`config.mk`:
```
export PLATFORM = sky130hd
export DESIGN_NAME = clock_supervisor
export DESIGN_NICKNAME = d
export VERILOG_FILES = /design/src/rtl/clock_supervisor_pkg.sv /design/src/rtl/clock_supervisor_ce.sv /design/src/rtl/clock_supervisor.sv
export SDC_FILE = /design/constraint.sdc
export NUM_CORES = 1
export LEC_CHECK = 0
export CELL_PAD_IN_SITES_DETAIL_PLACEMENT = 1
export CELL_PAD_IN_SITES_GLOBAL_PLACEMENT = 2
export CORE_MARGIN = 2
export CORE_UTILIZATION = 40
export CTS_CLUSTER_DIAMETER = 100
export DETAILED_ROUTE_END_ITERATION = 7
export PLACE_DENSITY = 0.86
export SYNTH_ARGS = -nofsm -noshare
export SYNTH_HDL_FRONTEND = slang
export SYNTH_SLANG_ARGS = --single-unit
```
`constraint.sdc`:
```
create_clock -name clock_in -period 4.1 [get_ports clock_in]
set_input_delay 0.82 -clock clock_in [delete_from_list [all_inputs] [get_ports clock_in]]
set_output_delay 0.82 -clock clock_in [all_outputs]
set_load 0.02 [all_outputs]
```
`src/rtl/clock_supervisor_pkg.sv`:
```
// Clock supervisor shared definitions.
// State encoding, widths and counter sizing helper.
package clock_supervisor_pkg;

    typedef enum logic [1:0] {
        WAIT_LOCK = 2'd0,
        FILTER    = 2'd1,
        HOLD      = 2'd2,
        RUN       = 2'd3
    } state_e;

    localparam int DIV_W_DEF  = 16;
    localparam int LOSS_CNT_W = 8;

    // Width of the shared filter/hold counter.
    function automatic int cnt_width(input int lock_filter, input int reset_hold);
        int m;
        m = (lock_filter > reset_hold) ? lock_filter : reset_hold;
        return $clog2(m + 1);
    endfunction

endpackage

```
`src/rtl/clock_supervisor_ce.sv`:
```
// One clock-enable channel: period counter, active and shadow ratio.
// Ratio changes in RUN wait for the current period to finish.
module ce_divider
    import clock_supervisor_pkg::*;
#(
    parameter int               DIV_W   = DIV_W_DEF,
    parameter logic [DIV_W-1:0] RST_DIV = DIV_W'(1)
) (
    input  logic             clk_i,
    input  logic             rst_ni,
    input  logic             run_i,
    input  logic             wr_i,
    input  logic [DIV_W-1:0] val_i,
    output logic             ce_o
);

    logic [DIV_W-1:0] cnt_q, cnt_d;
    logic [DIV_W-1:0] div_q, div_d;
    logic [DIV_W-1:0] shd_q, shd_d;
    logic             ce_q, ce_d;
    logic             flat;
    logic             wrap;

    assign flat = (div_q < DIV_W'(2));
    assign wrap = flat || (cnt_q == (div_q - DIV_W'(1)));

    // Period counting, pulse generation and wrap-aligned ratio reload.
    always_comb begin
        cnt_d = cnt_q;
        div_d = div_q;
        shd_d = shd_q;
        ce_d  = 1'b0;
        if (!run_i) begin
            cnt_d = '0;
            if (wr_i) begin
                div_d = val_i;
                shd_d = val_i;
            end
        end else begin
            ce_d = (cnt_q == '0) || flat;
            if (wr_i) begin
                shd_d = val_i;
            end
            if (wrap) begin
                cnt_d = '0;
                div_d = wr_i ? val_i : shd_q;
            end else begin
                cnt_d = cnt_q + DIV_W'(1);
            end
        end
    end

    // Channel state registers.
    always_ff @(posedge clk_i or negedge rst_ni) begin
        if (!rst_ni) begin
            cnt_q <= '0;
            div_q <= RST_DIV;
            shd_q <= RST_DIV;
            ce_q  <= 1'b0;
        end else begin
            cnt_q <= cnt_d;
            div_q <= div_d;
            shd_q <= shd_d;
            ce_q  <= ce_d;
        end
    end

    assign ce_o = ce_q;

endmodule

```
`src/rtl/clock_supervisor.sv`:
```
// Lock synchroniser/filter, reset sequencer, loss counter
// and a bank of programmable clock-enable channels.
module clock_supervisor
    import clock_supervisor_pkg::*;
#(
    parameter int                        SYNC_STAGES = 2,
    parameter int                        LOCK_FILTER = 1024,
    parameter int                        RESET_HOLD  = 16,
    parameter int                        NUM_CE      = 2,
    parameter int                        DIV_W       = DIV_W_DEF,
    parameter logic [NUM_CE*DIV_W-1:0]   CE_DIVS     = {16'd50, 16'd5},
    localparam int                       SEL_W       = (NUM_CE > 1) ? $clog2(NUM_CE) : 1
) (
    input  logic                  clock_in,
    input  logic                  resetn,
    input  logic                  locked_in,
    input  logic                  div_wr,
    input  logic [SEL_W-1:0]      div_sel,
    input  logic [DIV_W-1:0]      div_val,
    input  logic                  lock_loss_clr,
    output logic                  rst_out_n,
    output logic                  ready,
    output logic [NUM_CE-1:0]     ce,
    output logic [LOSS_CNT_W-1:0] lock_loss_count
);

    localparam int CNT_W = cnt_width(LOCK_FILTER, RESET_HOLD);

    logic [SYNC_STAGES-1:0] sync_q;
    logic                   lock_s;
    state_e                 state_q, state_d;
    logic [CNT_W-1:0]       cnt_q, cnt_d;
    logic                   run;
    logic                   loss;
    logic                   rst_q;
    logic [LOSS_CNT_W-1:0]  loss_q, loss_d;

    // Bring the asynchronous lock flag into the clock domain.
    always_ff @(posedge clock_in or negedge resetn) begin
        if (!resetn) begin
            sync_q <= '0;
        end else begin
            sync_q <= {sync_q[SYNC_STAGES-2:0], locked_in};
        end
    end

    assign lock_s = sync_q[SYNC_STAGES-1];
    assign run    = (state_q == RUN);
    assign loss   = run && !lock_s;

    // Lock filter and reset hold sequencing on one shared counter.
    always_comb begin
        state_d = state_q;
        cnt_d   = '0;
        unique case (state_q)
            WAIT_LOCK: begin
                if (lock_s) begin
                    state_d = FILTER;
                end
            end
            FILTER: begin
                if (!lock_s) begin
                    state_d = WAIT_LOCK;
                end else if (cnt_q == CNT_W'(LOCK_FILTER - 1)) begin
                    state_d = HOLD;
                end else begin
                    cnt_d = cnt_q + CNT_W'(1);
                end
            end
            HOLD: begin
                if (!lock_s) begin
                    state_d = WAIT_LOCK;
                end else if (cnt_q == CNT_W'(RESET_HOLD - 1)) begin
                    state_d = RUN;
                end else begin
                    cnt_d = cnt_q + CNT_W'(1);
                end
            end
            RUN: begin
                if (!lock_s) begin
                    state_d = WAIT_LOCK;
                end
            end
            default: begin
                state_d = WAIT_LOCK;
            end
        endcase
    end

    // Saturating loss count; a clear never hides a coincident event.
    always_comb begin
        loss_d = loss_q;
        if (lock_loss_clr) begin
            loss_d = loss ? LOSS_CNT_W'(1) : '0;
        end else if (loss && (loss_q != '1)) begin
            loss_d = loss_q + LOSS_CNT_W'(1);
        end
    end

    // Sequencer, loss counter and registered reset output.
    always_ff @(posedge clock_in or negedge resetn) begin
        if (!resetn) begin
            state_q <= WAIT_LOCK;
            cnt_q   <= '0;
            loss_q  <= '0;
            rst_q   <= 1'b0;
        end else begin
            state_q <= state_d;
            cnt_q   <= cnt_d;
            loss_q  <= loss_d;
            rst_q   <= run;
        end
    end

    assign rst_out_n       = rst_q;
    assign ready           = rst_q;
    assign lock_loss_count = loss_q;

    for (genvar g = 0; g < NUM_CE; g++) begin : g_ce
        ce_divider #(
            .DIV_W   (DIV_W),
            .RST_DIV (CE_DIVS[g*DIV_W +: DIV_W])
        ) u_div (
            .clk_i  (clock_in),
            .rst_ni (resetn),
            .run_i  (run),
            .wr_i   (div_wr && (div_sel == SEL_W'(g))),
            .val_i  (div_val),
            .ce_o   (ce[g])
        );
    end

endmodule

```
-- Word-level counts from Yosys, hierarchy flattened
Index checks and enable logic that the tools add are counted.
- output and inout bits: 12
- register bits after elaboration: 122
- logic and storage cells: 83
- bitwise gates (word level): 1
- mux-type cells: 29
- equal/unequal tests: 14
- order comparisons: 2
- reductions and logical operators: 18
- add/subtract/negate cells: 6
- operator list (operator ; count):
    $mux W16 ; 12
    $mux W11 ; 4
    $add A16 B1 Y16 const B ; 2
    $eq A16 B16 Y1 ; 2
    $logic_not A16 Y1 ; 2
    $lt A16 B2 Y1 const B ; 2
    $sub A16 B1 Y16 const B ; 2
    $pmux W11 S2 ; 1
    $mux W8 ; 2
    $mux W2 ; 6
    $add A11 B1 Y11 const B ; 1
    $eq A11 B10 Y1 const B ; 1
    $eq A11 B4 Y1 const B ; 1
    $add A8 B1 Y8 const B ; 1
    $ne A8 B8 Y1 const B ; 1
    $pmux W2 S4 ; 1
    $ne A2 B2 Y1 const B ; 3
    $ne A3 B3 Y1 const B ; 2
    $reduce_bool A2 Y1 ; 3
    $eq A2 B2 Y1 const B ; 2
    $logic_and A1 B1 Y1 ; 4
    $logic_or A1 B1 Y1 ; 4
    $reduce_and A2 Y1 ; 2
    $reduce_and A4 Y1 ; 1
    other kinds (6) ; 8

-- Depth between registers and ports, before layout
- word-level depth: 5
- depth in mapped cells: 12
- depth with buffers taken out: 10

-- Cells and area by module
A second synthesis with hierarchy kept.
- cell total of the unflattened synthesis: 779
- area total of the unflattened synthesis: 7307.0 um^2
- modules (own cells, without submodules) (module ; cells an instance ; seq. area each (um^2) ; instances ; area each (um^2)):
    ce_divider at g_ce[1].u_div ; 345 ; 1233.7 ; 1 ; 3109.2
    ce_divider at g_ce[0].u_div ; 308 ; 1231.2 ; 1 ; 2922.8
    clock_supervisor ; 126 ; 600.6 ; 1 ; 1275.0

-- Least setup slack after synthesis
OpenSTA, ideal clock, no wires.
- path kind: register to register
- start: reg g_ce[0].u_div.div_q[10]
- end: reg g_ce[0].u_div.div_q[10]
- setup slack: 1.262 ns
- arrival time: 2.765 ns
- cell stages (with the launch flop): 10
- required time: 4.027 ns
- cell sequence: dfrtp_1 or4_4 or4_4 xor2_1 o221ai_1 o221ai_1 o211ai_2 a21boi_4 buf_6 a2bb2oi_2
- cells in the longest elaborated chain, start to end: 5
- RTL lines (what ; RTL line ; source):
    from (decl) ; clock_supervisor_ce.sv:18 ; logic [DIV_W-1:0] div_q, div_d;
    from (signal assigned) ; clock_supervisor_ce.sv:62 ; div_q <= div_d;
    $sub A16 B1 Y16 ; clock_supervisor_ce.sv:25 ; assign wrap = flat || (cnt_q == (div_q - DIV_W'(1)));
    $eq A16 B16 Y1 ; clock_supervisor_ce.sv:25 ;
    $logic_or A1 B1 Y1 * ; clock_supervisor_ce.sv:25 ;
    $ne A2 B2 Y1 (no source line) * ; -- ;
    $reduce_and A2 Y1 (no source line) * ; -- ;
Mark *: on every way between the ends. The rest lies on a longest branch, timed or not.
A chain may end at the register's enable or synchronous reset.

-- Worst setup path after layout
- start: reg g_ce[0].u_div.div_q[10]
- end: reg g_ce[0].u_div.div_q[15]
The elaborated chain is that of the path after synthesis.

==> results.md <==
Run status:
- The run finished with clean final reports.

Yosys:
- The cell with the most instances after synthesis is dfrtp_1.
- Synthesis inferred 122 register bits.
- A synthesized cell averages 10.3 um^2.
- The gate count of the mapped netlist is 641.
- For this run, asynchronously set or reset flops after synthesis account for 1.00.
- Counting instances in the post-synthesis netlist gives the leading cell types as 112 x dfrtp_1, 64 x nor2_1, 41 x xor2_1.
- Counting every net in the synthesized netlist gives 676.
- In this run, synthesis inferred 0 flip-flops with an integrated enable.
- For this run, the leading register cell type out of synthesis is dfrtp_1.
- Summed over all instances, the cell type with the most area after synthesis is dfrtp_1.
- Of the synthesized area, sequential elements account for 0.464.
- Summing every instance area after synthesis gives 6600 um^2.
- The number of warnings reported in the yosys synthesis log is 0.
- The share of synthesized area in the top cell type comes to 0.425.
- The number of library cell types mapped by synthesis is 56.
- Ranked by total cell area, the synthesized netlist is headed by dfrtp_1 42%, mux2_2 5.6%, xor2_1 5.4%.

Cells and area:
- 0 antenna diodes ended up in the layout.
- The layout-stage area growth over the synthesis result is 16.5%.
- Counting the fill cells in the layout gives 1814.
- Of the cells placed in the final design, the portion with a size suffix greater than 1 is 0.153.
- The final-stage net count is 697.
- The cell area after layout is 7690 um^2.
- Once layout is complete, the utilization of the core stands at 0.481.

Die:
- The floorplan has 46 rows.
- Measured along the x axis, the die boundary spans 132 um.
- The number of top-level pins is 34.
- Measured along the y axis, the die boundary spans 132 um.
- The floorplan step defined a core boundary enclosing 16000 um^2.
- The floorplan step defined a die boundary enclosing 17500 um^2.
- The starting density of the core is 0.412.

Routing:
- Once detail routing completed, the nets flagged for antenna violations numbered 0.
- Dividing the detail-routed via count by the number of cells gives 5.66.
- The per-cell routed wire length is 19.1 um.
- The total vias in the final route is 5044.
- The total DRC errors in the routed layout is 0.
- The iteration count of the initial detailed-routing pass is 4.
- After the first detailed-routing iteration, the DRC count stood at 183.
- The routed wire length is 17.0 mm.

Global route:
- The total routing resource utilization after global routing is 0.207.
- The wire length of the first global-routing pass is 28.7 mm.
- The maximum number of pins on one net before global-route repair is 63.
- The number of antenna violations at the first check in global routing is 0.
- The final global-route overflow total is 0.
- The number of global-route vias before repair came to 5405.

STA:
- Setup repair after global routing left no endpoint under its margin.
- The headroom to the max-slew limit is 0.449.
- For the pin with the worst max-slew slack, the measured transition is 0.827 ns.
- The count of final hold-check violations is 0.
- The count of pins over their slew limit came to 0.
- For this run, the top clock speed supported by timing is 0.301 GHz.
- The final sum of negative setup slack is 0 ns.
- The final worst clock skew is 0.0113 ns.
- The final critical path time including I/O delays and setup is 3.33 ns.
- Setup violations remaining at the end of the flow were counted as 0.
- Hold timing on the final database bottoms out at a slack of 0.352 ns.
- Dividing the final minimum period by the clock period gives 0.811.

CTS:
- After clock tree synthesis, the clock-pin slew on the worst setup and hold paths is 0.06 ns.
- The quantity of gates resized following cts is 0.
- The total setup buffers inserted after CTS is 0.
- The number of clock buffers inserted by TritonCTS is 17.
- The number of hold buffers added after CTS is 0.
- The clock tree buffer depth is 2.
- The clock tree synthesis step divided the H-tree into 4 levels.
- The cell sitting at the root of the clock tree is a clkbuf_16.
- The clock insertion delay at the later pin of the skew report is 0.43 ns.
- The TritonCTS clock tree is done.
- For this design, the sink count on the clock tree is 122.

Power and ir drop:
- VDD sags by at most 0.000318 V.
- The areal power density over the cells is 568 nW/um^2.
- In this run the static leakage power is 3.07 nW.
- The total power after layout is 4.37 mW.

Setup path:
- The worst setup path is of the reg2reg kind.
- The slowest cell on the critical path is or4_4.
- For the worst setup path, the data arrival time is 3.69 ns.
- The kind of start point of the critical path is a flip-flop.
- At the worst endpoint, the required time is 4.46 ns.
- The signal on the critical path passes through or4_4 > or4_4 > xor2_1 > o221ai_1 > o221ai_1 > o211ai_2 > a21boi_4 > o2bb2a_1.
- The worst setup path is captured at a flip-flop.
- The largest fanout of any net on the critical path is 16.
- The stage delay of the slowest cell on the critical path is 0.58 ns.

Hold path:
- In this run the worst hold path is classified as reg2reg.

Flow run:
- Across the run, the number of max-cap violations was 0.

Placement:
- Detailed placement ended at an HPWL of 11.9 mm.
- In this run the tool buffered the top-level ports with 33 buffer cells.
- The congestion estimate from routability-driven global placement came to 0.816.
- The cell area after placement is 7090 um^2.
==> cell usage in the layout, fill, tap and decap left out, types with 3 or more instances in the layout <==
master and instances:
a21oi_1 15, a2bb2oi_1 21, a2bb2oi_2 10, a31oi_1 6
and2_1 3, and3_1 15, and4_1 3, buf_4 10
clkbuf_16 17, clkdlybuf4s50_1 32, clkinv_4 4, clkinvlp_4 4
dfrtp_1 112, dfstp_2 10, ha_1 13, inv_1 18
mux2_2 33, mux2i_1 4, nand2_1 35, nand2b_1 3
nand3_1 19, nand4_1 15, nand4b_1 6, nor2_1 64
nor2b_1 4, nor3_1 11, nor3b_1 3, nor4_1 15
nor4b_1 5, o211ai_1 4, o21ai_0 9, o22ai_1 34
or3_1 6, or4_1 3, xnor2_1 36, xor2_1 41
==> per-stage QoR <==
stage | setup slack [ns] | cells
global placement | 1.04 | 859
global route | 0.554 | 891
floorplan | 1.26 | 641
finish | 0.773 | 891
CTS | 0.810 | 891
detailed placement | 0.867 | 859
==> cell type report <==
type	instances	area [um^2]	share of cell area
tap	216	270	0.0351
sequential	122	3070	0.399
timing repair buffer	42	395	0.0514
clock buffer	19	453	0.0589
clock inverter	13	144	0.0187
multi-input combinational	461	3290	0.428
inverter	18	67.6	0.00879
==> report_power, final <==
part           leakage, nW  internal (mW)  total [mW]  switching, mW
sequential            1.52           1.45        1.77          0.322
clock                0.282          0.928        1.50          0.572
combinational         1.27          0.546        1.10          0.553
==> state kept, by name (all words and copies together), names as in the netlist <==
register,count
g_ce.u_div.ce_o,2
g_ce.u_div.div_q,32
state_q,2
cnt_q,11
lock_loss_count,8
g_ce.u_div.shd_q,32
sync_q,2
g_ce.u_div.cnt_q,32
ready,1
==> path summary, 6_finish.rpt <==
path,cells after the start,slack (ns),endpoint,from
min in group asynchronous,1,0.46,g_ce[1].u_div.shd_q[10],resetn
hold / removal,0,0.35,sync_q[1],sync_q[0]
hold reg to reg,0,0.35,sync_q[1],sync_q[0]
max in group asynchronous,2,2.72,g_ce[0].u_div.ce_o,resetn
setup / recovery,8,0.77,g_ce[0].u_div.div_q[15],g_ce[0].u_div.div_q[10]
setup reg to reg,8,0.77,g_ce[0].u_div.div_q[15],g_ce[0].u_div.div_q[10]
==> kinds of logic (layout without fill, tap and decap cells) <==
group | count (synthesis) | count (layout) | share of synthesized area
AND/OR/NAND/NOR | 217 | 217 | 0.172
XOR/XNOR | 77 | 77 | 0.102
buffers and inverters | 58 | 92 | 0.0364
AO/OA/AOI/OAI | 116 | 116 | 0.136
adder cells (fa/ha/maj) | 14 | 14 | 0.0262
multiplexers | 37 | 37 | 0.0624
flip-flops | 122 | 122 | 0.464
==> critical path: cells and delay by family, from the launching register on <==
kind | cells | cell delay [ns]
AO/OA/AOI/OAI | 5 | 1.52
XOR/XNOR | 1 | 0.17
flip-flops | 1 | 0.45
AND/OR/NAND/NOR | 2 | 1.13
==> routing by layer <==
| metal | GRT usage | vias to the layer above | part of all wire |
|---|---|---|---|
| li1 | - | 2363 | - |
| met1 | 0.275 | 2583 | 0.47 |
| met2 | 0.329 | 82 | 0.48 |
| met3 | 0.0533 | 16 | 0.038 |
| met4 | 0.0717 | 0 | 0.014 |
| met5 | 0 | - | 0 |
No activity file was read; power rests on OpenSTA's default activity.
